## config.mk

```make
export PLATFORM = sky130hd
export DESIGN_NAME = ysyx_22040210_trap_ctrl
export DESIGN_NICKNAME = d
export VERILOG_FILES = /design/src/rtl/ysyx_22040210_trap_ctrl.sv
export SDC_FILE = /design/constraint.sdc
export NUM_CORES = 1
export LEC_CHECK = 0
export ABC_AREA = 1
export CELL_PAD_IN_SITES_DETAIL_PLACEMENT = 1
export CELL_PAD_IN_SITES_GLOBAL_PLACEMENT = 2
export CORE_UTILIZATION = 18
export CTS_CLUSTER_DIAMETER = 200
export DETAILED_ROUTE_END_ITERATION = 10
export GPL_ROUTABILITY_DRIVEN = 0
export PLACE_DENSITY_LB_ADDON = 0.1
export SLEW_MARGIN = 40
export SYNTH_ARGS = -nofsm -noshare
export SYNTH_HDL_FRONTEND = slang
export SYNTH_SLANG_ARGS = --single-unit
```

## constraint.sdc

```tcl
create_clock -name clk -period 4.9 [get_ports clk]
set_clock_uncertainty 0.1 [all_clocks]
set_input_delay 0.98 -clock clk [delete_from_list [all_inputs] [get_ports clk]]
set_output_delay 0.98 -clock clk [all_outputs]
set_load 0.05 [all_outputs]
```

## src/rtl/ysyx_22040210_trap_ctrl.sv

```systemverilog
// Trap sequencer: owns the single CSR write port, walks ECALL/MRET through
// mepc/mcause/mstatus updates, then issues one fetch redirect.
module ysyx_22040210_trap_ctrl #(
  parameter int unsigned XLEN   = 64,
  parameter int unsigned CSR_AW = 12
) (
  input  logic              clk,
  input  logic              rst,
  input  logic              req_valid_i,
  output logic              req_ready_o,
  input  logic              req_ecall_i,
  input  logic              req_mret_i,
  input  logic [XLEN-1:0]   req_pc_i,
  output logic              busy_o,
  output logic              redirect_valid_o,
  output logic [XLEN-1:0]   redirect_pc_o,
  input  logic              pipe_we_i,
  input  logic [CSR_AW-1:0] pipe_waddr_i,
  input  logic [XLEN-1:0]   pipe_wdata_i,
  input  logic              pipe_re_i,
  input  logic [CSR_AW-1:0] pipe_raddr_i,
  output logic [XLEN-1:0]   pipe_rdata_o,
  output logic              csr_we_o,
  output logic [CSR_AW-1:0] csr_waddr_o,
  output logic [XLEN-1:0]   csr_wdata_o,
  output logic              csr_re_o,
  output logic [CSR_AW-1:0] csr_raddr_o,
  input  logic [XLEN-1:0]   csr_rdata_i
);

  localparam logic [CSR_AW-1:0] ADDR_MSTATUS = CSR_AW'(12'h300);
  localparam logic [CSR_AW-1:0] ADDR_MTVEC   = CSR_AW'(12'h305);
  localparam logic [CSR_AW-1:0] ADDR_MEPC    = CSR_AW'(12'h341);
  localparam logic [CSR_AW-1:0] ADDR_MCAUSE  = CSR_AW'(12'h342);
  localparam logic [XLEN-1:0]   CAUSE_ECALL  = XLEN'(11);

  typedef enum logic [2:0] {
    S_IDLE,
    S_E_MEPC,
    S_E_CAUSE,
    S_RD_STAT,
    S_E_STAT,
    S_M_STAT,
    S_E_JUMP,
    S_M_JUMP
  } state_t;

  state_t          r_state;
  state_t          w_state_nxt;
  logic [XLEN-1:0] r_pc;
  logic [XLEN-1:0] r_mstatus;
  logic            r_is_ecall;
  logic            w_accept;
  logic [XLEN-1:0] w_mstatus_ecall;
  logic [XLEN-1:0] w_mstatus_mret;

  assign w_accept = req_valid_i && (r_state == S_IDLE);

  always_ff @(posedge clk or posedge rst) begin
    if (rst) begin
      r_state    <= S_IDLE;
      r_pc       <= '0;
      r_mstatus  <= '0;
      r_is_ecall <= 1'b0;
    end else begin
      r_state <= w_state_nxt;
      if (w_accept) begin
        r_pc       <= req_pc_i;
        r_is_ecall <= req_ecall_i;
      end
      if (r_state == S_RD_STAT) begin
        r_mstatus <= csr_rdata_i;
      end
    end
  end

  // mstatus images for trap entry and return, built from the latched copy
  always_comb begin
    w_mstatus_ecall        = r_mstatus;
    w_mstatus_ecall[7]     = r_mstatus[3];
    w_mstatus_ecall[3]     = 1'b0;
    w_mstatus_ecall[12:11] = 2'b11;

    w_mstatus_mret         = r_mstatus;
    w_mstatus_mret[3]      = r_mstatus[7];
    w_mstatus_mret[7]      = 1'b1;
    w_mstatus_mret[12:11]  = 2'b11;
  end

  always_comb begin
    w_state_nxt      = r_state;
    req_ready_o      = 1'b0;
    busy_o           = 1'b1;
    redirect_valid_o = 1'b0;
    redirect_pc_o    = '0;
    pipe_rdata_o     = '0;
    csr_we_o         = 1'b0;
    csr_waddr_o      = '0;
    csr_wdata_o      = '0;
    csr_re_o         = 1'b0;
    csr_raddr_o      = '0;

    case (r_state)
      S_IDLE: begin
        req_ready_o  = 1'b1;
        busy_o       = 1'b0;
        csr_we_o     = pipe_we_i;
        csr_waddr_o  = pipe_waddr_i;
        csr_wdata_o  = pipe_wdata_i;
        csr_re_o     = pipe_re_i;
        csr_raddr_o  = pipe_raddr_i;
        pipe_rdata_o = csr_rdata_i;
        // ECALL has priority; a request with neither flag is simply dropped
        if (req_valid_i) begin
          if (req_ecall_i) begin
            w_state_nxt = S_E_MEPC;
          end else if (req_mret_i) begin
            w_state_nxt = S_RD_STAT;
          end
        end
      end
      S_E_MEPC: begin
        csr_we_o    = 1'b1;
        csr_waddr_o = ADDR_MEPC;
        csr_wdata_o = r_pc;
        w_state_nxt = S_E_CAUSE;
      end
      S_E_CAUSE: begin
        csr_we_o    = 1'b1;
        csr_waddr_o = ADDR_MCAUSE;
        csr_wdata_o = CAUSE_ECALL;
        w_state_nxt = S_RD_STAT;
      end
      S_RD_STAT: begin
        // read-only cycle: a concurrent write would loop through the CSR forwarding path
        csr_re_o    = 1'b1;
        csr_raddr_o = ADDR_MSTATUS;
        w_state_nxt = r_is_ecall ? S_E_STAT : S_M_STAT;
      end
      S_E_STAT: begin
        csr_we_o    = 1'b1;
        csr_waddr_o = ADDR_MSTATUS;
        csr_wdata_o = w_mstatus_ecall;
        w_state_nxt = S_E_JUMP;
      end
      S_M_STAT: begin
        csr_we_o    = 1'b1;
        csr_waddr_o = ADDR_MSTATUS;
        csr_wdata_o = w_mstatus_mret;
        w_state_nxt = S_M_JUMP;
      end
      S_E_JUMP: begin
        csr_re_o         = 1'b1;
        csr_raddr_o      = ADDR_MTVEC;
        redirect_valid_o = 1'b1;
        redirect_pc_o    = {csr_rdata_i[XLEN-1:2], 2'b00};
        w_state_nxt      = S_IDLE;
      end
      S_M_JUMP: begin
        csr_re_o         = 1'b1;
        csr_raddr_o      = ADDR_MEPC;
        redirect_valid_o = 1'b1;
        redirect_pc_o    = csr_rdata_i;
        w_state_nxt      = S_IDLE;
      end
      default: begin
        w_state_nxt = S_IDLE;
      end
    endcase
  end

endmodule

```

==> flow_summary_export.csv <==
group,metric,value,unit
worst_setup_path,rr_startpoint,"r_state[2]$_DFFE_PP0P_",
sta,slew_viol_final,0,
power_and_ir_drop,clkPwrFrac,14.6,%
yosys,synth_top_cell_by_area,"dfrtp_1",
clocking,holdBufCountCts,0,
yosys,synthCells,1054,
drt,first_pass_iters,5,
status,status,"completed",
job,maxCapViolations,0,
yosys,synth_common_cells,"nand2_1, nor2_1, dfrtp_1, inv_1, nand3_1",
clocking,clkTransAtPathRegs,0.06,ns
power_and_ir_drop,combPwrFrac,66.0,%
worst_setup_path,crit_arrival,3.16,ns
worst_setup_path,crit_path_end_kind,"primary output",
worst_setup_path,cp-start-kind,"flip-flop",
worst_setup_path,cp_slowest_stage_delay,0.84,ns
layout,synthToLayoutAreaGrowth,77.9,%
clocking,root_buffer,"clkbuf_16",
worst_setup_path,path_cells,"inv_2 > nand3_1 > inv_2 > buf_12 > nand2_1 > nand3_1 > clkdlybuf4s50_1",
sta,tightest_slew,0.767,ns
die,dieWidth,201,um
grt,grt_usage,17.9,%
worst_setup_path,worstSetupPathType,"reg -> out",
die,die-area,0.0402,sq mm
power_and_ir_drop,cellPowerDensity,780,mW/mm^2
grt,grt_pass1_wl,54500,um
worst_setup_path,r2r_slack,2.25,ns
clocking,clock-sinks,130,
yosys,synth-seq-cells,130,
power_and_ir_drop,p_int,0.00449,W
grt,antenna_found_initial,6,
clocking,cts_buffers,17,
grt,gr-total-overflow,0,
clocking,insertion_delay,0.42,ns
power_and_ir_drop,power.leakage,5.91,nW
placement,dpl.hpwl,26700,um
grt,grt_start_max_net_pins,81,
power_and_ir_drop,p_switching,0.00536,W
drt,wire_per_inst,17.7,um
drt,vias_per_cell,4.03,
layout,drive_gt1_share,4.25,%
clocking,cts_resized,0,
worst_setup_path,crit_slowest_cell,"clkdlybuf4s50_1",
min_path,whs_path_depth,2,
worst_setup_path,cp_max_fo,60,
placement,dp.cells,1968,
yosys,synth_top_area_share,45.8,%
drt,vias,8075,
drt,routed_wl,35500,um
yosys,synth_warnings,0,
worst_setup_path,timing.rr.end,"r_mstatus[19]$_DFFE_PP0P_",
die,coreArea,0.0387,sq mm
clocking,post_cts_buffers,0,
yosys,yosysMostFrequentCell,"nand2_1",
sta,final.period_utilization,86.4,%
yosys,synth_edf_count,0,
sta,setup-violations-final,0,
yosys,syn_area,0.00710,sq mm
yosys,synthTopCellsByArea,"dfrtp_1, nand2_1, nor2_1",
grt,first_global_vias,8588,
die,rows,72,
sta,hold_viol,0,
sta,slew_headroom,48.9,%
min_path,hold_end,"r_pc[23]$_DFFE_PP0P_",
power_and_ir_drop,p_seq_share,19.4,%
worst_setup_path,reg2reg_depth,5,
clocking,ctsHtreeMaxLevel,4,
yosys,synthDistinctLibCells,21,
min_path,hold_class,"reg -> reg",
yosys,seq_area_frac_synth,45.8,%
layout,fin_cells,2003,
clocking,clock_path_buffers,2,
worst_setup_path,cp.required,3.82,ns
sta,fmax,236,MHz
sta,min_period,4.24,ns
drt,first_iter_violations,287,
drt,route.detailed.drc,0,
die,die_h,201,um
min_path,hold_start,"r_pc[23]$_DFFE_PP0P_",
yosys,syn-num-nets,1277,
die,start_util,18.3,%
die,ioPinCount,444,
sta,rsz0062_at_grt,"no",
yosys,async_flop_share,100,%
power_and_ir_drop,p_sw_share,54.5,%
sta,tns,0,ns
yosys,avgSynthCellArea,6.74,sq um
yosys,yosys_most_used_dff,"dfrtp_1",
layout,final_nets,1692,
power_and_ir_drop,peakVddDrop,0.000346,V
placement,place.port_buffers,443,
drt,antenna_left,0,
clocking,cts_tree,"yes",
-- cell usage in the layout (no fill, tap or decap) --
cell type,instances
buf_4,15
buf_12,2
nand4_1,1
nor2_2,1
nand2_8,1
inv_8,1
nand2_2,3
o21ai_0,18
o211ai_1,3
nor2_4,2
clkbuf_16,17
o31ai_1,1
clkdlybuf4s50_1,443
dfrtp_1,130
o21ai_1,50
clkinv_4,3
nor3_1,2
bufinv_16,5
clkinvlp_4,3
clkinv_2,2
nand2_4,2
diode_2,3
nand2_1,464
inv_1,89
clkbuf_1,1
a21o_1,1
clkbuf_8,1
nor2_1,149
nand3_1,67
inv_2,5
-- worst max-delay path by stage --
stage	start	to	slack [ns]	depth (start not counted)
2_1_floorplan	rst	r_is_ecall$_DFFE_PP0P_	0.35	1
3_3_place_gp	r_state[2]$_DFFE_PP0P_	csr_wdata_o[56]	1.13	7
3_5_place_dp	r_state[2]$_DFFE_PP0P_	csr_wdata_o[56]	1.08	7
4_1_cts	r_state[2]$_DFFE_PP0P_	csr_wdata_o[56]	0.61	7
5_1_grt	r_state[2]$_DFFE_PP0P_	csr_wdata_o[56]	0.47	7
6_report	r_state[2]$_DFFE_PP0P_	csr_wdata_o[56]	0.66	7
-- logic make-up (layout without fill, tap and decap cells) --
logic type,Yosys count,after routing,synth area share (%)
and+or+nand+nor,692,692,38.1
DFF,130,130,45.8
AOI/OAI and AO/OA,73,73,5.32
buffers and inverters,159,587,10.7
other,0,3,0
-- flip-flops by register name, indices dropped and copies added (netlist names) --
| name | flops |
|---|---|
| r_pc | 64 |
| r_mstatus | 62 |
| r_state | 3 |
| r_is_ecall | 1 |
-- area by class of cell --
class	instances	area [sq um]
fillers	4735	26100
well taps	518	648
clock inverters	13	209
flip-flops and latches	130	3250
inverters	95	364
multi-input cells	765	3120
clock buffers	19	443
repair buffers	460	4590
diodes	3	7.51
-- worst max-delay path: cells and delay by family (launching register included) --
family | cells | cell delay [ns]
buf+inv | 4 | 1.57
flops | 1 | 0.53
simple gates | 3 | 0.61
-- metal layers --
metal  global-route usage (%)  up-vias  part of all wire [%]
met5                        0        -                  0.11
met1                     21.5     3799                    43
li1                         -     4013                     -
met4                     3.27        6                  0.57
met3                     5.44       16                   6.1
met2                     31.4      241                    50
-- per-stage QoR --
stage | util, % | hold slack [ns] | worst slack [ns] | cell area, sq um | total power, W
floorplan | - | 0.342 | 0.351 | 7100 | 0.00616
global placement | 30.9 | 0.354 | 1.13 | 12000 | 0.00851
detailed placement | 30.9 | 0.359 | 1.08 | 12000 | 0.00854
CTS | 32.6 | 0.374 | 0.607 | 12600 | 0.0100
global route | 32.6 | 0.396 | 0.465 | 12600 | 0.0105
finish | 32.6 | 0.368 | 0.664 | 12600 | 0.00985
-- power by group through the flow --
stage | clock network [W] | logic (W) | registers, W
2_1_floorplan | 0 | 0.00434 | 0.00182
3_3_place_gp | 0 | 0.00659 | 0.00192
3_5_place_dp | 0 | 0.00662 | 0.00193
4_1_cts | 0.00150 | 0.00663 | 0.00192
5_1_grt | 0.00153 | 0.00696 | 0.00199
6_report | 0.00144 | 0.00650 | 0.00191
No activity file was read; power rests on OpenSTA's default activity.
